[src/rtl/fetch_pkg.sv]
// Shared definitions for the fetch stage: default widths, halt encoding and FSM state type.
package fetch_pkg;

  localparam int unsigned ADDR_W_DEF = 5;
  localparam int unsigned DATA_W_DEF = 32;

  // All-ones halt word; wide enough to be truncated to any DATA_W up to 64.
  localparam logic [63:0] HALT_INSTR = '1;

  typedef enum logic {
    RUN    = 1'b0,
    HALTED = 1'b1
  } fetch_state_e;

endpackage

[src/rtl/fetch_stage_if.sv]
// Instruction-memory bus between the fetch stage (master) and the memory (slave).
interface fetch_stage_if
  import fetch_pkg::*;
#(
  parameter int unsigned ADDR_W = ADDR_W_DEF,
  parameter int unsigned DATA_W = DATA_W_DEF
);

  logic [ADDR_W-1:0] imem_addr;
  logic              imem_rd;
  logic              imem_wr;
  logic [DATA_W-1:0] imem_data;

  modport master (output imem_addr, output imem_rd, output imem_wr, input imem_data);
  modport slave  (input imem_addr, input imem_rd, input imem_wr, output imem_data);

endinterface

[src/rtl/ifid_reg.sv]
// IF/ID pipeline register: reset clears, flush inserts a bubble, load captures, otherwise hold.
module ifid_reg
  import fetch_pkg::*;
#(
  parameter int unsigned ADDR_W = ADDR_W_DEF,
  parameter int unsigned DATA_W = DATA_W_DEF
) (
  input  logic              clk,
  input  logic              rst,
  input  logic              load,
  input  logic              flush,
  input  logic [DATA_W-1:0] instr_d,
  input  logic [ADDR_W-1:0] pc_d,
  output logic [DATA_W-1:0] instr_q,
  output logic [ADDR_W-1:0] pc_q,
  output logic              valid_q
);

  always_ff @(posedge clk) begin
    if (rst) begin
      instr_q <= '0;
      pc_q    <= '0;
      valid_q <= 1'b0;
    end else if (flush) begin
      valid_q <= 1'b0;
    end else if (load) begin
      instr_q <= instr_d;
      pc_q    <= pc_d;
      valid_q <= 1'b1;
    end
  end

endmodule

[src/rtl/fetch_stage.sv]
// Fetch stage: PC, RUN/HALTED FSM and IF/ID register feeding decode.
// Optional FETCH_PERF_CNT_EN adds a 16-bit count of valid fetches on fetch_cnt.
module fetch_stage
  import fetch_pkg::*;
#(
  parameter int unsigned ADDR_W   = ADDR_W_DEF,
  parameter int unsigned DATA_W   = DATA_W_DEF,
  parameter int unsigned RESET_PC = 0
) (
  input  logic              clk,
  input  logic              rst,
  input  logic              stall,
  input  logic              redirect,
  input  logic [ADDR_W-1:0] redirect_pc,
  fetch_stage_if.master     imem,
  output logic [DATA_W-1:0] ifid_instr,
  output logic [ADDR_W-1:0] ifid_pc,
  output logic              ifid_valid,
  output logic              halted
`ifdef FETCH_PERF_CNT_EN
  ,
  output logic [15:0]       fetch_cnt
`endif
);

  fetch_state_e      state;
  logic [ADDR_W-1:0] pc;
  logic              rd_q;
  logic              halted_q;
  logic              running;
  logic              fetch;
  logic              bubble;
  logic              halt_hit;

  assign imem.imem_addr = pc;
  assign imem.imem_rd   = rd_q;
  assign imem.imem_wr   = 1'b0;
  assign halted         = halted_q;

  assign running  = (state == RUN);
  assign halt_hit = (imem.imem_data == DATA_W'(HALT_INSTR));
  assign fetch    = running & ~stall & ~redirect;
  // Redirect flushes regardless of stall; a halted, unstalled stage emits bubbles.
  assign bubble   = redirect | (~running & ~stall);

  always_ff @(posedge clk) begin
    if (rst) begin
      pc       <= ADDR_W'(RESET_PC);
      state    <= RUN;
      rd_q     <= 1'b1;
      halted_q <= 1'b0;
    end else if (redirect) begin
      pc       <= redirect_pc;
      state    <= RUN;
      rd_q     <= 1'b1;
      halted_q <= 1'b0;
    end else if (fetch) begin
      if (halt_hit) begin
        state    <= HALTED;
        rd_q     <= 1'b0;
        halted_q <= 1'b1;
      end else begin
        pc <= pc + ADDR_W'(1);
      end
    end
  end

  ifid_reg #(
    .ADDR_W (ADDR_W),
    .DATA_W (DATA_W)
  ) u_ifid (
    .clk     (clk),
    .rst     (rst),
    .load    (fetch),
    .flush   (bubble),
    .instr_d (imem.imem_data),
    .pc_d    (pc),
    .instr_q (ifid_instr),
    .pc_q    (ifid_pc),
    .valid_q (ifid_valid)
  );

`ifdef FETCH_PERF_CNT_EN
  always_ff @(posedge clk) begin
    if (rst) begin
      fetch_cnt <= '0;
    end else if (fetch) begin
      fetch_cnt <= fetch_cnt + 16'd1;
    end
  end
`endif

endmodule

[src/flat_wrapper.sv]
// flat-port wrapper written by rule: the top's interface ports become plain ports
module fetch_stage_flat import fetch_pkg::*;
#(
  parameter int unsigned ADDR_W   = ADDR_W_DEF,
  parameter int unsigned DATA_W   = DATA_W_DEF,
  parameter int unsigned RESET_PC = 0
)
  (clk, rst, stall, redirect, redirect_pc, ifid_instr, ifid_pc, ifid_valid, halted, imem_imem_addr, imem_imem_rd, imem_imem_wr, imem_imem_data);
  fetch_stage_if #(.ADDR_W(ADDR_W), .DATA_W(DATA_W)) imem_i ();
  input  logic clk;
  input  logic rst;
  input  logic stall;
  input  logic redirect;
  input  logic [ADDR_W-1:0] redirect_pc;
  output logic [DATA_W-1:0] ifid_instr;
  output logic [ADDR_W-1:0] ifid_pc;
  output logic ifid_valid;
  output logic halted;
  output wire logic [$bits(imem_i.imem_addr)-1:0] imem_imem_addr;
  output wire logic [$bits(imem_i.imem_rd)-1:0] imem_imem_rd;
  output wire logic [$bits(imem_i.imem_wr)-1:0] imem_imem_wr;
  input wire logic [$bits(imem_i.imem_data)-1:0] imem_imem_data;
  assign imem_imem_addr = imem_i.imem_addr;
  assign imem_imem_rd = imem_i.imem_rd;
  assign imem_imem_wr = imem_i.imem_wr;
  assign imem_i.imem_data = imem_imem_data;
  fetch_stage #(.ADDR_W(ADDR_W), .DATA_W(DATA_W), .RESET_PC(RESET_PC)) u_core (.clk(clk), .rst(rst), .stall(stall), .redirect(redirect), .redirect_pc(redirect_pc), .imem(imem_i), .ifid_instr(ifid_instr), .ifid_pc(ifid_pc), .ifid_valid(ifid_valid), .halted(halted));
endmodule
[config.mk]
export PLATFORM = sky130hd
export DESIGN_NAME = fetch_stage_flat
export DESIGN_NICKNAME = d
export VERILOG_FILES = /design/src/rtl/fetch_pkg.sv /design/src/rtl/fetch_stage_if.sv /design/src/rtl/ifid_reg.sv /design/src/rtl/fetch_stage.sv /design/src/flat_wrapper.sv
export SDC_FILE = /design/constraint.sdc
export NUM_CORES = 1
export LEC_CHECK = 0
export BUFFER_PORTS_ARGS = -buffer_cell sky130_fd_sc_hd__buf_2
export CAP_MARGIN = 5
export CORE_UTILIZATION = 40
export DETAILED_ROUTE_END_ITERATION = 16
export PLACE_DENSITY_LB_ADDON = 0.3
export SETUP_SLACK_MARGIN = 0.05
export SLEW_MARGIN = 0
export SYNTH_ARGS = -nofsm -noshare
export SYNTH_HDL_FRONTEND = slang
export SYNTH_SLANG_ARGS = --single-unit
[constraint.sdc]
create_clock -name clk -period 1.3 [get_ports clk]
set_clock_uncertainty 0.1 [all_clocks]
set_input_delay 0.13 -clock clk [delete_from_list [all_inputs] [get_ports clk]]
set_output_delay 0.13 -clock clk [all_outputs]
set_load 0.03 [all_outputs]
==> results of run 1 <==
-- layer usage --
metal | vias up | part of all wire (%)
met4 | 0 | 1.7
met1 | 921 | 43
met2 | 66 | 50
met3 | 11 | 5.8
met5 | - | 0
li1 | 991 | -
-- path summary, 6_finish.rpt --
check / slack (ps) / endpoint
setup / recovery: 0.6 / u_core.imem.imem_addr[3]
hold / removal: 5 / u_core.imem.imem_addr[3]
setup reg to reg: 0.6 / u_core.imem.imem_addr[3]
hold reg to reg: 350 / u_core.u_ifid.instr_q[12]
-- power breakdown --
part	internal, mW	switching [mW]
clock network	0.422	0.459
registers	1.44	0.0374
logic	0.273	0.354
-- metrics by stage --
stage	utilization [%]	instances	TNS, ps	worst slack (ps)	hold WS [ps]
after CTS	69.14	394	0	2.626	4.334
final	70.63	397	0	0.5596	4.593
after global routing	70.63	397	-251.6	-94.08	8.765
after floorplan	-	214	-84.81	-45.38	166.0
after detailed placement	58.16	355	-941.8	-223.2	288.2
after global placement	58.16	355	-670.5	-158.8	285.0
-- cell usage after synthesis, drive strengths merged --
master	count
a2111oi	1
a211o	1
a211oi	4
a21boi	1
a21oi	40
a31oi	1
a32oi	1
and4	1
buf	8
clkbuf	6
clkinv	1
conb	1
dfxtp	45
ha	1
inv	1
mux2i	1
nand2	76
nand3	2
nand3b	1
nand4	9
nor2	4
nor3	3
nor4	2
xnor2	3
-- critical path, stage by stage, from the launching register on --
cell and delay [ps]:
dfxtp_4 380, nor2_4 110, buf_6 130, nand4_1 110
a21oi_2 130, xnor2_1 80, a211oi_1 180
-- timing repair --
item                                   CTS  global route
setup buffers                            2             3
hold buffers                            29             0
gates resized for setup                  9             8
endpoints found under the hold margin   30             0
pin swaps                                3             3
setup endpoints to repair               25            43
cloned                                   1             0
-- state kept, by name, indices dropped and copies added (netlist names) --
name,flops
u_core.imem.imem_addr,5
u_core.halted,1
u_core.u_ifid.instr_q,32
u_core.imem.imem_rd,1
u_core.u_ifid.valid_q,1
u_core.u_ifid.pc_q,5
-- cell type report --
type	count	area, um2	share of cell area (%)
clock buffer	7	86.33	2.970
tap	50	62.56	2.152
sequential	45	913.4	31.42
inverter	2	7.507	0.2583
multi-input combinational	153	869.6	29.92
timing repair buffer	140	967.2	33.28
-- layout by cell type (no fill, tap or decap), types with 2 or more instances in the layout --
cell type,netlist,final
nand4_1,7,7
nand3_1,2,2
buf_2,5,85
xnor2_1,3,3
clkbuf_8,0,6
buf_6,0,3
nor4_4,2,2
dfxtp_4,0,3
dfxtp_1,45,41
nand2_1,76,74
buf_12,0,2
buf_4,1,20
a21oi_2,0,4
nor3_1,3,2
a21oi_1,40,36
dlygate4sd3_1,0,29
nand4_2,2,2
a211oi_1,4,3
nor2_1,4,3
-- logic make-up after synthesis --
logic type               count (synthesis)  share of synthesized area, %
AND/OR/NAND/NOR                         98                         25.89
AO/OA/AOI/OAI                           49                         15.93
flip-flops                              45                         51.21
buffers and inverters                   16                         3.983
XOR/XNOR                                 3                         1.494
adder cells (fa/ha/maj)                  1                        0.7111
other                                    1                        0.2132
multiplexers                             1                        0.5690
==> impl_metrics.json, run 1 <==
{
  "cts_tree": "done",
  "yosys.area.top_type_share_pct": 51.21,
  "status": "finished clean",
  "met3_usage_pct": 7.333,
  "drt_iter0_markers": 81,
  "fmax_mhz": 769.6,
  "path_class": "reg -> reg",
  "rsz0062_at_grt": "true",
  "period_share_pct": 99.96,
  "hpwlAfterDp_um": 3239,
  "finalPower_mw": 2.985,
  "initial_utilization_pct": 42.75,
  "synth_cell_types": 27,
  "slew_violations": 0,
  "avgSynthCellArea_um2": 8.221,
  "io_buffer_count": 85,
  "rows": 23,
  "crit_required_ps": 1420,
  "wl_um": 5355,
  "synth_top_area_cell": "dfxtp_1",
  "startpoint": "u_core.halted",
  "ys_seq_area_share_pct": 51.21,
  "grt_remaining_overflow": 0,
  "routedWlPerCell_um": 13.49,
  "drive_gt1_share_pct": 39.77,
  "viasPerCell": 5.010,
  "antenna_cells": 0,
  "numCtsBuffers": 5,
  "final.fill_count": 345,
  "grt_max_degree": 19,
  "die_area_um2": 4667,
  "synth.area.top_cells": "dfxtp_1 (51%), nand2_1 (16%), a21oi_1 (11%), nand4_1 (2.5%), nor4_4 (2.4%)",
  "grt_util_met2_pct": 43.14,
  "grtUsageTotal_pct": 24.39,
  "netlist_instances": 214,
  "r2r_start": "u_core.halted",
  "hp-start": "redirect_pc[3]",
  "ctsHtreeMaxLevel": 2,
  "busiest_layer": "met2",
  "vias": 1989,
  "syn-num-nets": 256,
  "r2r_cells": 6,
  "finalCriticalPeriod_ps": 1299,
  "antenna_found_initial": 0,
  "cts_root_buffer": "clkbuf_8",
  "cp-end-kind": "flip-flop",
  "use_met1_pct": 27.17,
  "ant_nets": 0,
  "cap_violations": 0,
  "p_leak_nw": 1.322,
  "ir_drop_mv": 0.5723,
  "setup_viol": 0,
  "cts_buffer_depth": 2,
  "chipHeight_um": 68.32,
  "dpl-instance-area_um2": 2394,
  "gp_congestion": 0.7340,
  "die_w_um": 68.32,
  "grt_pass1_vias": 1810,
  "area_growth_pct": 65.22,
  "worstSkewPairLatency_ps": 300,
  "detail_route.first_pass.iterations": 4,
  "syn-cell-area_um2": 1759,
  "ys_seq_elements": 45,
  "grt_pass1_wl_um": 8211,
  "stdcell_area_um2": 2907,
  "hold_class": "in -> reg",
  "yosysWarnings": 0,
  "drc": 0,
  "hold_violations": 0,
  "num-nets-final": 389,
  "core_area_um2": 4115,
  "cts_sinks": 45,
  "power_per_cell_area_nw_per_um2": 1027,
  "hold_depth": 3,
  "cp_max_fo": 4,
  "cp.arrival_ps": 1420,
  "ios": 87,
  "clkTransAtPathRegs_ps": 80,
  "critPathLaunchType": "flip-flop"
}
Note: power is estimated with default switching activity, not from simulation.
==> inputs of run 2 (changes only) <==
--- a/config.mk
+++ b/config.mk
@@ -12,3 +12,3 @@
 export PLACE_DENSITY_LB_ADDON = 0.3
-export SETUP_SLACK_MARGIN = 0.05
+export SETUP_SLACK_MARGIN = 0.02
 export SLEW_MARGIN = 0
--- a/constraint.sdc
+++ b/constraint.sdc
@@ -4,2 +4,2 @@
 set_output_delay 0.13 -clock clk [all_outputs]
-set_load 0.03 [all_outputs]
+set_load 0.01 [all_outputs]
==> impl_metrics.json, run 2 (synthesis results as in run 1) <==
{
  "status": "finished clean",
  "period_share_pct": 98.66,
  "critPathLaunchType": "input port",
  "worstSkewPairLatency_ps": 300,
  "drive_gt1_share_pct": 39.26,
  "hold_class": "in -> reg",
  "detail_route.first_pass.iterations": 4,
  "crit_buf_inv": 2,
  "grt_pass1_vias": 1735,
  "ant_nets": 0,
  "crit_required_ps": 1400,
  "antenna_cells": 0,
  "p_leak_nw": 1.343,
  "grt_max_degree": 38,
  "wl_um": 5206,
  "ios": 87,
  "die_w_um": 68.32,
  "setup_viol": 0,
  "core_area_um2": 4115,
  "top_register": "u_core.u_ifid.instr_q",
  "largest_reg_flops": 32,
  "stdcell_area_um2": 2922,
  "hold_violations": 0,
  "numCtsBuffers": 5,
  "viasPerCell": 4.907,
  "cp-end-kind": "flip-flop",
  "initial_utilization_pct": 42.75,
  "layout.cells.most_common_list": "buf_2 (85), nand2_1 (75), dfxtp_1 (43)",
  "final_core_util_pct": 70.99,
  "area_growth_pct": 66.07,
  "fmax_mhz": 779.7,
  "gp_congestion": 0.8001,
  "path_cells": "buf_2 > nand4_1 > nor4_4 > buf_4 > a21boi_4 > and4_4 > a2111oi_2",
  "clkTransAtPathRegs_ps": 80,
  "ir_drop_mv": 0.6318,
  "cp.arrival_ps": 1380,
  "power_per_cell_area_nw_per_um2": 1060,
  "rows": 23,
  "vias": 1958,
  "cap_violations": 0,
  "place_inst": 360,
  "final_common_cell": "buf_2",
  "worstReg2RegEnd": "u_core.imem.imem_addr[2]",
  "drt_iter0_markers": 63,
  "drc": 0,
  "cts_root_buffer": "clkbuf_8",
  "io_buffer_count": 85,
  "hold_depth": 3,
  "rsz0062_at_grt": "true",
  "finalPower_mw": 3.096,
  "hpwlAfterDp_um": 3184,
  "finalCriticalPeriod_ps": 1283,
  "r2r_cells": 4,
  "routedWlPerCell_um": 13.05,
  "cts_buffer_depth": 2,
  "path_class": "in -> reg",
  "cp_top_family": "simple AND/OR/NAND/NOR gates",
  "whs_endpoint": "u_core.imem.imem_addr[4]",
  "cts_sinks": 45,
  "antenna_found_initial": 0,
  "num-nets-final": 390,
  "dpl-instance-area_um2": 2411,
  "grt_pass1_wl_um": 7507,
  "dp_slack_ps": -201.7,
  "grtUsageTotal_pct": 21.56,
  "ctsHtreeMaxLevel": 2,
  "die_area_um2": 4667,
  "hp-start": "redirect_pc[4]",
  "slowest_delay_ps": 290,
  "grt_remaining_overflow": 0,
  "chipHeight_um": 68.32,
  "cp_slowest_cell": "nor4_4",
  "final_cells": 399,
  "r2r_slack_ps": 30,
  "cp_max_fo": 5,
  "timing.final.ws_setup_ps": 17.46,
  "post_cts_buffers": 0,
  "slew_violations": 0,
  "cts_tree": "done",
  "r2r_start": "u_core.halted"
}
## run 2: area by class of cell
cell class              instances  area [um2]
repair buffers                141       978.4
clock buffers                   7       86.33
clock inverters                 1       30.03
multi-input cells             153       850.8
inverters                       2       7.507
well taps                      50       62.56
flip-flops and latches         45       905.9
fillers                       334        1194
## run 2: worst reg2reg max path, cell delays in order, from the launching register on
cell and delay (ps):
dfxtp_4 370, nor2_4 110, a21boi_4 270, and4_4 250, a2111oi_2 40
## run 2: repair_timing
item / in CTS / in global routing
cloned: 0 / 3
hold buffers: 28 / 0
resized for setup: 3 / 10
hold endpoints to repair: 29 / 0
endpoints found under the setup margin: 41 / 42
pin swaps: 3 / 1
## run 2: worst max-delay path by stage
stage | startpoint | end | depth (start not counted)
detailed placement | imem_imem_data[10] | u_core.imem.imem_addr[2] | 7
global placement | imem_imem_data[6] | u_core.imem.imem_addr[2] | 7
global route | u_core.halted | u_core.imem.imem_addr[0] | 4
CTS | u_core.imem.imem_addr[1] | u_core.imem.imem_addr[4] | 5
finish | imem_imem_data[26] | u_core.imem.imem_addr[2] | 7
floorplan | imem_imem_data[8] | u_core.imem.imem_addr[2] | 5
## run 2: per-layer routing
layer  wire (um)  global-route usage (%)
met2        2527                   36.76
met4          55                   6.250
met1        2317                   25.73
met5           0                       0
met3         306                   6.667
## run 2: through the flow
| stage | TNS (ps) | hold WS [ps] |
|---|---|---|
| 4_1_cts | 0 | 4.669 |
| 3_3_place_gp | -723.7 | 281.6 |
| 2_1_floorplan | -85.17 | 166.0 |
| 5_1_grt | -78.03 | 12.91 |
| 6_report | 0 | 4.449 |
| 3_5_place_dp | -966.5 | 289.7 |
## run 2: report_power, final
group          switching, mW  leakage, nW  internal (mW)
Combinational          0.255        0.915          0.274
Clock                  0.467       0.0585          0.627
Sequential            0.0334        0.369           1.44
==> inputs of run 3 (changes only) <==
- CORE_MARGIN: default -> 2
- SKIP_LAST_GASP: default -> 1
==> impl_metrics.json, run 3 (synthesis results as in run 1) <==
{
  "status": "finished clean",
  "grt_util_met2_pct": 37.00,
  "worstReg2RegEnd": "u_core.imem.imem_addr[1]",
  "met3_usage_pct": 6.061,
  "whs_endpoint": "u_core.imem.imem_addr[4]",
  "vias": 1971,
  "fmax_mhz": 781.3,
  "r2r_slack_ps": 20,
  "power_per_cell_area_nw_per_um2": 971.1,
  "critPathLaunchType": "flip-flop",
  "hold_depth": 3,
  "r2r_start": "u_core.halted",
  "viasPerCell": 4.903,
  "numCtsBuffers": 5,
  "drc": 0,
  "slew_violations": 0,
  "rsz0062_at_grt": "true",
  "period_share_pct": 98.45,
  "cts_sinks": 45,
  "area_growth_pct": 66.14,
  "crit_required_ps": 1370,
  "cap_violations": 0,
  "cp_max_fo": 5,
  "drive_gt1_share_pct": 37.43,
  "detail_route.first_pass.iterations": 4,
  "grtUsageTotal_pct": 21.10,
  "final.fill_count": 355,
  "antenna_cells": 0,
  "place_inst": 358,
  "worstSkewPairLatency_ps": 300,
  "cp.arrival_ps": 1350,
  "clkTransAtPathRegs_ps": 80,
  "timing.final.ws_setup_ps": 20.11,
  "grt_max_degree": 25,
  "hold_class": "in -> reg",
  "layout.cells.most_common_list": "buf_2 (85), nand2_1 (75), dfxtp_1 (42)",
  "dpl-instance-area_um2": 2384,
  "stdcell_area_um2": 2923,
  "ir_drop_mv": 0.6978,
  "path_class": "reg -> reg",
  "dp_slack_ps": -193.1,
  "setup_viol": 0,
  "use_met1_pct": 24.46,
  "hp-start": "redirect_pc[4]",
  "finalCriticalPeriod_ps": 1280,
  "hpwlAfterDp_um": 3293,
  "ant_nets": 0,
  "r2r_cells": 4,
  "top_register": "u_core.u_ifid.instr_q",
  "wl_um": 5220,
  "ctsHtreeMaxLevel": 2,
  "largest_reg_flops": 32,
  "chipHeight_um": 70.32,
  "gp_congestion": 0.7616,
  "finalPower_mw": 2.838,
  "cp_slowest_cell": "dfxtp_4",
  "grt_pass1_vias": 1870,
  "antenna_found_initial": 0,
  "hold_violations": 0,
  "grt_remaining_overflow": 0,
  "path_cells": "nor2_4 > a21boi_4 > mux2i_1 > a211oi_1",
  "rows": 24,
  "whs_ps": 9.430,
  "core_area_um2": 4294,
  "cts_tree": "done",
  "num-nets-final": 391,
  "final_cells": 402,
  "grt_pass1_wl_um": 8376,
  "drt_iter0_markers": 74,
  "io_buffer_count": 85,
  "routedWlPerCell_um": 12.99,
  "initial_utilization_pct": 40.97,
  "final_common_cell": "buf_2",
  "ios": 87,
  "die_area_um2": 4944,
  "cts_buffer_depth": 2,
  "cts_root_buffer": "clkbuf_8",
  "die_w_um": 70.32,
  "busiest_layer": "met2",
  "slowest_delay_ps": 370,
  "p_leak_nw": 1.327,
  "cp-end-kind": "flip-flop"
}
==> run 3: stage by stage <==
step | setup TNS (ps) | utilization (%)
after floorplan | -85.17 | -
after global placement | -2241 | 55.51
after detailed placement | -3102 | 55.51
after CTS | 0 | 65.38
after global routing | -109.1 | 68.07
final | 0 | 68.07
==> run 3: worst max-delay path by stage <==
stage / start / end / depth (start not counted)
CTS: u_core.halted / u_core.u_ifid.instr_q[3] / 6
global route: u_core.imem.imem_addr[0] / u_core.imem.imem_addr[3] / 5
global placement: imem_imem_data[8] / u_core.imem.imem_addr[2] / 7
floorplan: imem_imem_data[8] / u_core.imem.imem_addr[2] / 5
detailed placement: imem_imem_data[8] / u_core.imem.imem_addr[2] / 7
finish: u_core.halted / u_core.imem.imem_addr[1] / 4
==> run 3: layout make-up <==
class,count,area (um2),area share [%]
Timing Repair Buffer,142,1007,34.46
Sequential cell,45,907.1,31.04
Multi-Input combinational cell,153,855.8,29.28
Clock buffer,8,80.08,2.740
Tap cell,52,65.06,2.226
Inverter,2,7.507,0.2568
==> run 3: metal layers <==
| layer | part of all wire [%] | up-vias |
|---|---|---|
| met2 | 50 | 63 |
| met1 | 42 | 913 |
| met5 | 0 | - |
| li1 | - | 989 |
| met3 | 6.4 | 6 |
| met4 | 1.3 | 0 |
==> run 3: what timing repair did <==
item / in CTS / in global routing
buffers inserted: 0 / 1
gates cloned: 0 / 2
resized for setup: 5 / 12
hold buffers: 33 / 0
pin swaps: 3 / 2
endpoints found under the hold margin: 32 / 0
endpoints found under the setup margin: 41 / 41
==> run 3: critical path: cells and delay by family (launching register included) <==
kind	cells	cell delay (ps)
AOI/OAI and AO/OA	2	340
DFF	1	370
muxes	1	220
and+or+nand+nor	1	110
==> run 3: where the power goes <==
part | switching [mW] | total, mW | internal (mW)
registers | 0.0350 | 1.47 | 1.44
clock network | 0.445 | 0.827 | 0.382
logic | 0.256 | 0.536 | 0.281
total | 0.736 | 2.84 | 2.10
